--- config.mk ---
export PLATFORM = sky130hd
export DESIGN_NAME = seq_multiplier_param
export DESIGN_NICKNAME = d
export VERILOG_FILES = /design/src/rtl/seq_multiplier_param.sv
export SDC_FILE = /design/constraint.sdc
export NUM_CORES = 1
export LEC_CHECK = 0
export CELL_PAD_IN_SITES_DETAIL_PLACEMENT = 1
export CELL_PAD_IN_SITES_GLOBAL_PLACEMENT = 2
export CORE_ASPECT_RATIO = 0.5
export CORE_MARGIN = 3
export CORE_UTILIZATION = 36
export CTS_CLUSTER_DIAMETER = 50
export DETAILED_ROUTE_END_ITERATION = 7
export HOLD_SLACK_MARGIN = 0.03
export PLACE_DENSITY = 0.81
export SETUP_SLACK_MARGIN = 0.3
export SLEW_MARGIN = 10
export SYNTH_ARGS = -nofsm -noshare
export SYNTH_HDL_FRONTEND = slang
export SYNTH_SLANG_ARGS = --single-unit
export TNS_END_PERCENT = 5
--- constraint.sdc ---
create_clock -name clk -period 2.4 [get_ports clk]
set_input_delay 0.72 -clock clk [delete_from_list [all_inputs] [get_ports clk]]
set_output_delay 0.72 -clock clk [all_outputs]
set_load 0.05 [all_outputs]
--- src/rtl/seq_multiplier_param.sv ---
// Parametrised shift-and-add multiplier with start/ready/done handshake and signed/unsigned mode.
// Optional SEQ_MULT_EARLY_EXIT_EN: leave the SHIFT loop as soon as the remaining multiplier is zero.
module seq_multiplier_param #(
    parameter int WIDTH = 8
) (
    input  logic                 clk,
    input  logic                 reset_n,
    input  logic                 start,
    input  logic                 signed_mode,
    input  logic [WIDTH-1:0]     a_in,
    input  logic [WIDTH-1:0]     b_in,
    output logic                 ready,
    output logic                 done,
    output logic [2*WIDTH-1:0]   product
);

    localparam int PW = 2 * WIDTH;
    localparam int CW = $clog2(WIDTH);

    typedef enum logic [2:0] {
        S_IDLE,
        S_ADD,
        S_SHIFT,
        S_FIX,
        S_DONE
    } state_t;

    state_t          state;
    logic [PW-1:0]   mcand;
    logic [PW-1:0]   acc;
    logic [WIDTH-1:0] mplier;
    logic [CW-1:0]   count;
    logic            neg;

    logic [WIDTH-1:0] a_mag;
    logic [WIDTH-1:0] b_mag;
    logic [WIDTH-1:0] mplier_shr;
    logic             early_exit;

    // -2^(WIDTH-1) negates to itself, which read unsigned is exactly its magnitude.
    always_comb begin
        a_mag      = (signed_mode && a_in[WIDTH-1]) ? -a_in : a_in;
        b_mag      = (signed_mode && b_in[WIDTH-1]) ? -b_in : b_in;
        mplier_shr = mplier >> 1;
    end

`ifdef SEQ_MULT_EARLY_EXIT_EN
    assign early_exit = (mplier_shr == '0);
`else
    assign early_exit = 1'b0;
`endif

    // NOTE: state and registered outputs share one clocked block and use non-blocking
    // assignments only, so every branch reads the pre-edge register values.
    always_ff @(posedge clk or negedge reset_n) begin
        if (!reset_n) begin
            state   <= S_IDLE;
            ready   <= 1'b1;
            done    <= 1'b0;
            product <= '0;
            mcand   <= '0;
            acc     <= '0;
            mplier  <= '0;
            count   <= '0;
            neg     <= 1'b0;
        end else begin
            case (state)
                S_IDLE: begin
                    if (start) begin
                        mcand  <= {{WIDTH{1'b0}}, a_mag};
                        mplier <= b_mag;
                        acc    <= '0;
                        count  <= CW'(WIDTH - 1);
                        neg    <= signed_mode & (a_in[WIDTH-1] ^ b_in[WIDTH-1]);
                        ready  <= 1'b0;
                        state  <= b_mag[0] ? S_ADD : S_SHIFT;
                    end
                end
                S_ADD: begin
                    acc   <= acc + mcand;
                    state <= S_SHIFT;
                end
                S_SHIFT: begin
                    mcand  <= mcand << 1;
                    mplier <= mplier_shr;
                    if (count == '0 || early_exit) begin
                        state <= S_FIX;
                    end else begin
                        count <= count - CW'(1);
                        state <= mplier_shr[0] ? S_ADD : S_SHIFT;
                    end
                end
                S_FIX: begin
                    product <= neg ? -acc : acc;
                    done    <= 1'b1;
                    state   <= S_DONE;
                end
                S_DONE: begin
                    done  <= 1'b0;
                    ready <= 1'b1;
                    state <= S_IDLE;
                end
                default: begin
                    done  <= 1'b0;
                    ready <= 1'b1;
                    state <= S_IDLE;
                end
            endcase
        end
    end

endmodule

Word-level counts from Yosys, hierarchy flattened
Cells that the tools add are included.
{"block": "word_totals", "memories": 0, "mem_bits_ro": 0, "ram_bits": 0, "latchBits": 0, "wordCells": 55, "out_inout_bits": 18, "ff_bits": 65}
{"block": "classes", "mul": 0, "reduce_logical": 13, "bitwise": 3, "n_addsub": 5, "shift": 0, "eq_ne": 5, "div": 0, "n_mux": 20, "order_cmp": 0}
{"operator": "$pmux 16 s2", "n": 2}
{"operator": "$mux 16", "n": 3}
{"operator": "$mux 8", "n": 3}
{"operator": "$add 16x16->16", "n": 1}
{"operator": "$neg 16->16", "n": 1}
{"operator": "$neg 8->8", "n": 2}
{"operator": "$pmux 8 s2", "n": 1}
{"operator": "$pmux 3 s4", "n": 1}
{"operator": "$mux 3", "n": 3}
{"operator": "$reduce_and 2->1", "n": 4}
{"operator": "$eq 3x2->1 const B", "n": 2}
{"operator": "$logic_not 3->1", "n": 2}
{"operator": "$mux 2", "n": 3}
{"operator": "$pmux 3 s2", "n": 1}
{"operator": "$reduce_or 3->1", "n": 2}
{"operator": "$ne 2x2->1 const B", "n": 2}
{"operator": "$pmux 1 s2", "n": 2}
{"operator": "$reduce_bool 2->1", "n": 2}
{"operator": "$eq 3x1->1 const B", "n": 1}
{"operator": "$reduce_and 3->1", "n": 1}
{"operator": "$sub 3x1->3 const B", "n": 1}
{"operator": "$logic_and 1x1->1", "n": 2}
{"operator": "$and 1x1->1", "n": 1}
{"operator": "$mux 1", "n": 1}
{"operator": "other kinds (2)", "n": 2}

Logic depth before layout (Yosys ltp)
{"block": "logic_depth", "word_depth": 5, "mapped_depth": 9, "depth_no_buf": 9}

Worst setup path after synthesis
No wires, ideal clock.
{"block": "synth_timing", "kind": "reg2reg", "start": "register acc[0]", "end": "register acc[12]", "period_less_slack_ps": 2111, "setup_slack_ps": 289, "t_arrival_ps": 2016, "required_time_ps": 2305, "n_path_buf": 0, "path_stages_with_launch": 10, "cell_sequence": "dfrtp_1 > ha_1 > inv_1 > fa_1 > nand2b_1 > a21oi_1 > o21ai_0 > a211oi_1 > nor3_1 > o31ai_1"}
{"block": "synth_between", "elab_chain_len": 2}
{"item": "start, declared", "line": "30", "rtl": "logic [PW-1:0] acc;"}
{"item": "start signal, assigned", "line": "80", "rtl": "acc <= acc + mcand;"}
{"item": "$add 16x16->16", "line": "80"}
{"item": "$pmux 16 s2", "line": "67", "rtl": "case (state)"}
Every way passes these cells.
A chain may end at the register's enable or synchronous reset.

Worst setup path in the final report
{"block": "layout_timing", "start": "register mcand[1]", "end": "register acc[15]"}
{"block": "layout_between", "elab_chain_len": 2}
{"item": "start, declared", "line": "29", "rtl": "logic [PW-1:0] mcand;"}
{"item": "start signal, assigned", "line": "70", "rtl": "mcand <= {{WIDTH{1'b0}}, a_mag};"}
{"item": "start signal, assigned", "line": "84", "rtl": "mcand <= mcand << 1;"}
{"item": "$add 16x16->16", "line": "80"}
{"item": "$pmux 16 s2", "line": "67"}
Every way passes these cells.

==> flow_summary.rst <==
.. list-table::
   :header-rows: 1

   * - Metric
     - Value
   * - FILL cells
     - 1196
   * - Global-route wire length before repair
     - 17200 µm
   * - Port buffer count
     - 37
   * - Area growth from synthesis to final layout
     - 29.0%
   * - DP Area
     - 4530 µm²
   * - Number of enable flip-flop cells after synthesis
     - 0
   * - WL per Instance
     - 16.4 µm
   * - Drt via density
     - 5.23
   * - Post-Synthesis Cell Area
     - 3850 µm²
   * - Reg clk slew, reported paths
     - 0.05 ns
   * - Total power per unit cell area
     - 1350 nW/µm²
   * - Number of max-cap violations
     - 0
   * - Post-Place Setup Slack
     - -0.147 ns
   * - Power share of the clock group
     - 0.192
   * - Transition time of the tightest slew-check pin
     - 0.647 ns
   * - Fraction of the yosys area taken by sequential cells
     - 0.416
   * - Die area
     - 12100 µm²
   * - Post-detailed-placement half-perimeter wirelength
     - 7430 µm
   * - Least setup slack across all paths after layout
     - 0.197 ns
   * - Primary FF master, synth
     - sky130_fd_sc_hd__dfrtp_1
   * - Internal Pwr Total
     - 3.79 mW
   * - Total gr overflow
     - 0
   * - F_max
     - 0.454 GHz
   * - Portion of the clock cycle consumed by the worst path in the final layout
     - 0.918
   * - Largest net degree at the start of global routing
     - 65
   * - Fraction of layout instances using a drive strength above 1
     - 0.151
   * - PnR Total Power
     - 6.73 mW
   * - Number of global-route vias before repair
     - 3420
   * - Kind of start point of the critical path
     - flip-flop
   * - Sequential Power Share
     - 0.285
   * - Post-synthesis cell count
     - 421
   * - Setup TNS Final
     - 0 ns
   * - Remaining antenna violation count after routing
     - 0
   * - Setup repair after global routing missed its margin
     - true
   * - Final layout net count
     - 530
   * - Total DRC errors in the routed layout
     - 0
   * - Clock tree skew after final layout
     - 0.00553 ns
   * - CP cell instances
     - ha_1, a211oi_2, o21ai_2, o211a_1, or4_1, nand3_1, o311ai_0
   * - Most frequent cells in the layout
     - sky130_fd_sc_hd__dfrtp_1, sky130_fd_sc_hd__nand2_1, sky130_fd_sc_hd__o21ai_0
   * - TritonCTS clock tree
     - yes
   * - Clock Root Buffer
     - sky130_fd_sc_hd__clkbuf_16
   * - Detailed Route Iter0 Violations
     - 178
   * - Area of all placed cells without fillers
     - 4970 µm²
   * - Clk buf depth
     - 2
   * - Post-synth net total
     - 462
   * - Final GP Congestion
     - 0.782
   * - Warning count from the yosys run
     - 0
   * - Deepest level of the CTS H-tree
     - 3
   * - Net switching fraction of the power
     - 0.437
   * - First-pass DRT Iterations
     - 4
   * - Category of the worst setup path capture point
     - flip-flop
   * - Max Transition Viols Final
     - 0
   * - Required time at the endpoint of the critical path
     - 2.59 ns
   * - Time the final worst path needs with I/O delays and setup
     - 2.20 ns
   * - Crit path kind
     - reg -> reg
   * - Top Family by Delay on Critical Path
     - compound AO/OA/AOI/OAI gates
   * - Buf/Inv on CP
     - 0
   * - Total Routing Usage GR
     - 0.178
   * - Leak Pwr
     - 2.25 nW
   * - Relative max-transition margin
     - 0.568
   * - Cell type of the slowest stage on the worst timing path
     - sky130_fd_sc_hd__dfrtp_1
   * - Clk Latency, worst-skew pair
     - 0.33 ns
   * - Per-instance average area after synthesis
     - 9.16 µm²
   * - Final Hold Fails
     - 0
   * - Clk sinks
     - 64
   * - Setup Viol. Count Final
     - 0
   * - Worst VDD drop
     - 583 µV
   * - Number of cell rows
     - 26
   * - Arrival time at the worst endpoint
     - 2.39 ns
   * - Overall via count from detail_route
     - 3292
   * - Part of the total power dissipated in combinational logic
     - 0.523
   * - Ports placed on the boundary
     - 38
   * - Switching power summed over all nets
     - 2.94 mW
   * - Placeable core area
     - 10300 µm²
   * - Antenna diode count
     - 0
   * - Hold WC Path Type
     - in -> async
   * - Largest stage delay on the critical path
     - 0.41 ns
   * - Total clock buffers created by CTS
     - 9
   * - Total of flip-flops plus latches after synthesis
     - 64
   * - Async set or reset register ratio after synthesis
     - 1.00
   * - Final core area utilization
     - 0.482
   * - Final wirelength
     - 10400 µm
   * - Y dimension of the die
     - 79.2 µm
   * - CP max FO
     - 4
   * - Die width
     - 152 µm
   * - Initial antenna violation count
     - 0
   * - Count of different cell masters after synthesis
     - 57
   * - Hold-fix buffers, CTS
     - 0
   * - Run status
     - completed
   * - Leading cell type in the layout, fill and taps excluded
     - sky130_fd_sc_hd__dfrtp_1
   * - Initial Util
     - 0.374
==> Yosys cell counts (9+ instances only) <==
cell type	count	area [µm²]
sky130_fd_sc_hd__a21oi_1	28	140
sky130_fd_sc_hd__a22o_1	9	78.8
sky130_fd_sc_hd__a22oi_1	12	90.1
sky130_fd_sc_hd__dfrtp_1	63	1580
sky130_fd_sc_hd__ha_1	20	250
sky130_fd_sc_hd__inv_1	20	75.1
sky130_fd_sc_hd__nand2_1	50	188
sky130_fd_sc_hd__nor2_1	33	124
sky130_fd_sc_hd__nor3_1	11	55.1
sky130_fd_sc_hd__o21ai_0	52	260
sky130_fd_sc_hd__xnor2_1	22	193
sky130_fd_sc_hd__xor2_1	11	96.3
==> metal layers <==
| layer | GRT usage | share of wire | wire (µm) |
|---|---|---|---|
| met1 | 0.238 | 0.48 | 5020 |
| met5 | 0 | 0 | 0 |
| met2 | 0.292 | 0.48 | 4980 |
| met4 | 0.0511 | 0.010 | 106 |
| met3 | 0.0408 | 0.024 | 244 |
==> power groups by stage <==
stage / clock network [mW] / registers, mW / logic [mW]
4_1_cts: 1.32 / 1.90 / 3.43
6_report: 1.29 / 1.92 / 3.52
3_3_place_gp: 0 / 1.91 / 3.28
3_5_place_dp: 0 / 1.92 / 3.36
2_1_floorplan: 0 / 2.22 / 1.98
5_1_grt: 1.38 / 1.99 / 3.92
==> cell type report <==
| cell class | count | area, µm² | share of cell area |
|---|---|---|---|
| multi-input cells | 322 | 2190 | 0.441 |
| flip-flops and latches | 64 | 1600 | 0.322 |
| repair buffers | 72 | 647 | 0.130 |
| clock buffers | 11 | 253 | 0.0508 |
| well taps | 140 | 175 | 0.0352 |
| inverters | 20 | 75.1 | 0.0151 |
| clock inverters | 1 | 30.0 | 0.00604 |
==> kinds of logic (layout without fill, tap and decap cells) <==
group / count (synthesis) / after routing / synth area share
buffers and inverters: 35 / 104 / 0.0422
and+or+nand+nor: 125 / 125 / 0.151
muxes: 5 / 5 / 0.0130
AOI/OAI and AO/OA: 138 / 138 / 0.233
adders and majority gates: 21 / 21 / 0.0701
xor gates and xnor gates: 33 / 33 / 0.0750
DFF: 64 / 64 / 0.416
==> worst register-to-register path: cells and delay by family, from the launching register on <==
family	cells	cell delay, ns
compound gates	4	0.80
simple gates	2	0.52
flops	1	0.41
fa+ha+maj	1	0.34
==> sequential cells by signal (all words and copies together), names as in the netlist <==
| signal | count |
|---|---|
| mplier | 7 |
| mcand | 16 |
| product | 16 |
| state | 3 |
| ready | 1 |
| acc | 16 |
| neg | 1 |
| done | 1 |
| count | 3 |
==> metrics by stage <==
step	std cells	hold WS [ns]
3_5_place_dp	611	0.463
2_1_floorplan	421	0.424
3_3_place_gp	611	0.459
4_1_cts	625	0.418
6_report	630	0.394
5_1_grt	630	0.427
==> what timing repair did <==
| action | CTS | global route |
|---|---|---|
| setup endpoints to repair | 33 | 58 |
| resized for setup | 4 | 19 |
| buffers inserted | 2 | 5 |
| pin swaps | 3 | 9 |
==> worst paths after layout <==
check	from	endpoint	slack, ns	depth (start not counted)
worst min-delay path	reset_n	product[11]	0.39	2
worst min register to register	count[0]	count[0]	0.47	1
worst max-delay path	mcand[1]	acc[15]	0.20	7
min in group clk	count[0]	count[0]	0.47	1
worst max register to register	mcand[1]	acc[15]	0.20	7
max in group asynchronous	reset_n	ready	1.67	2
No activity file was read; power rests on OpenSTA's default activity.
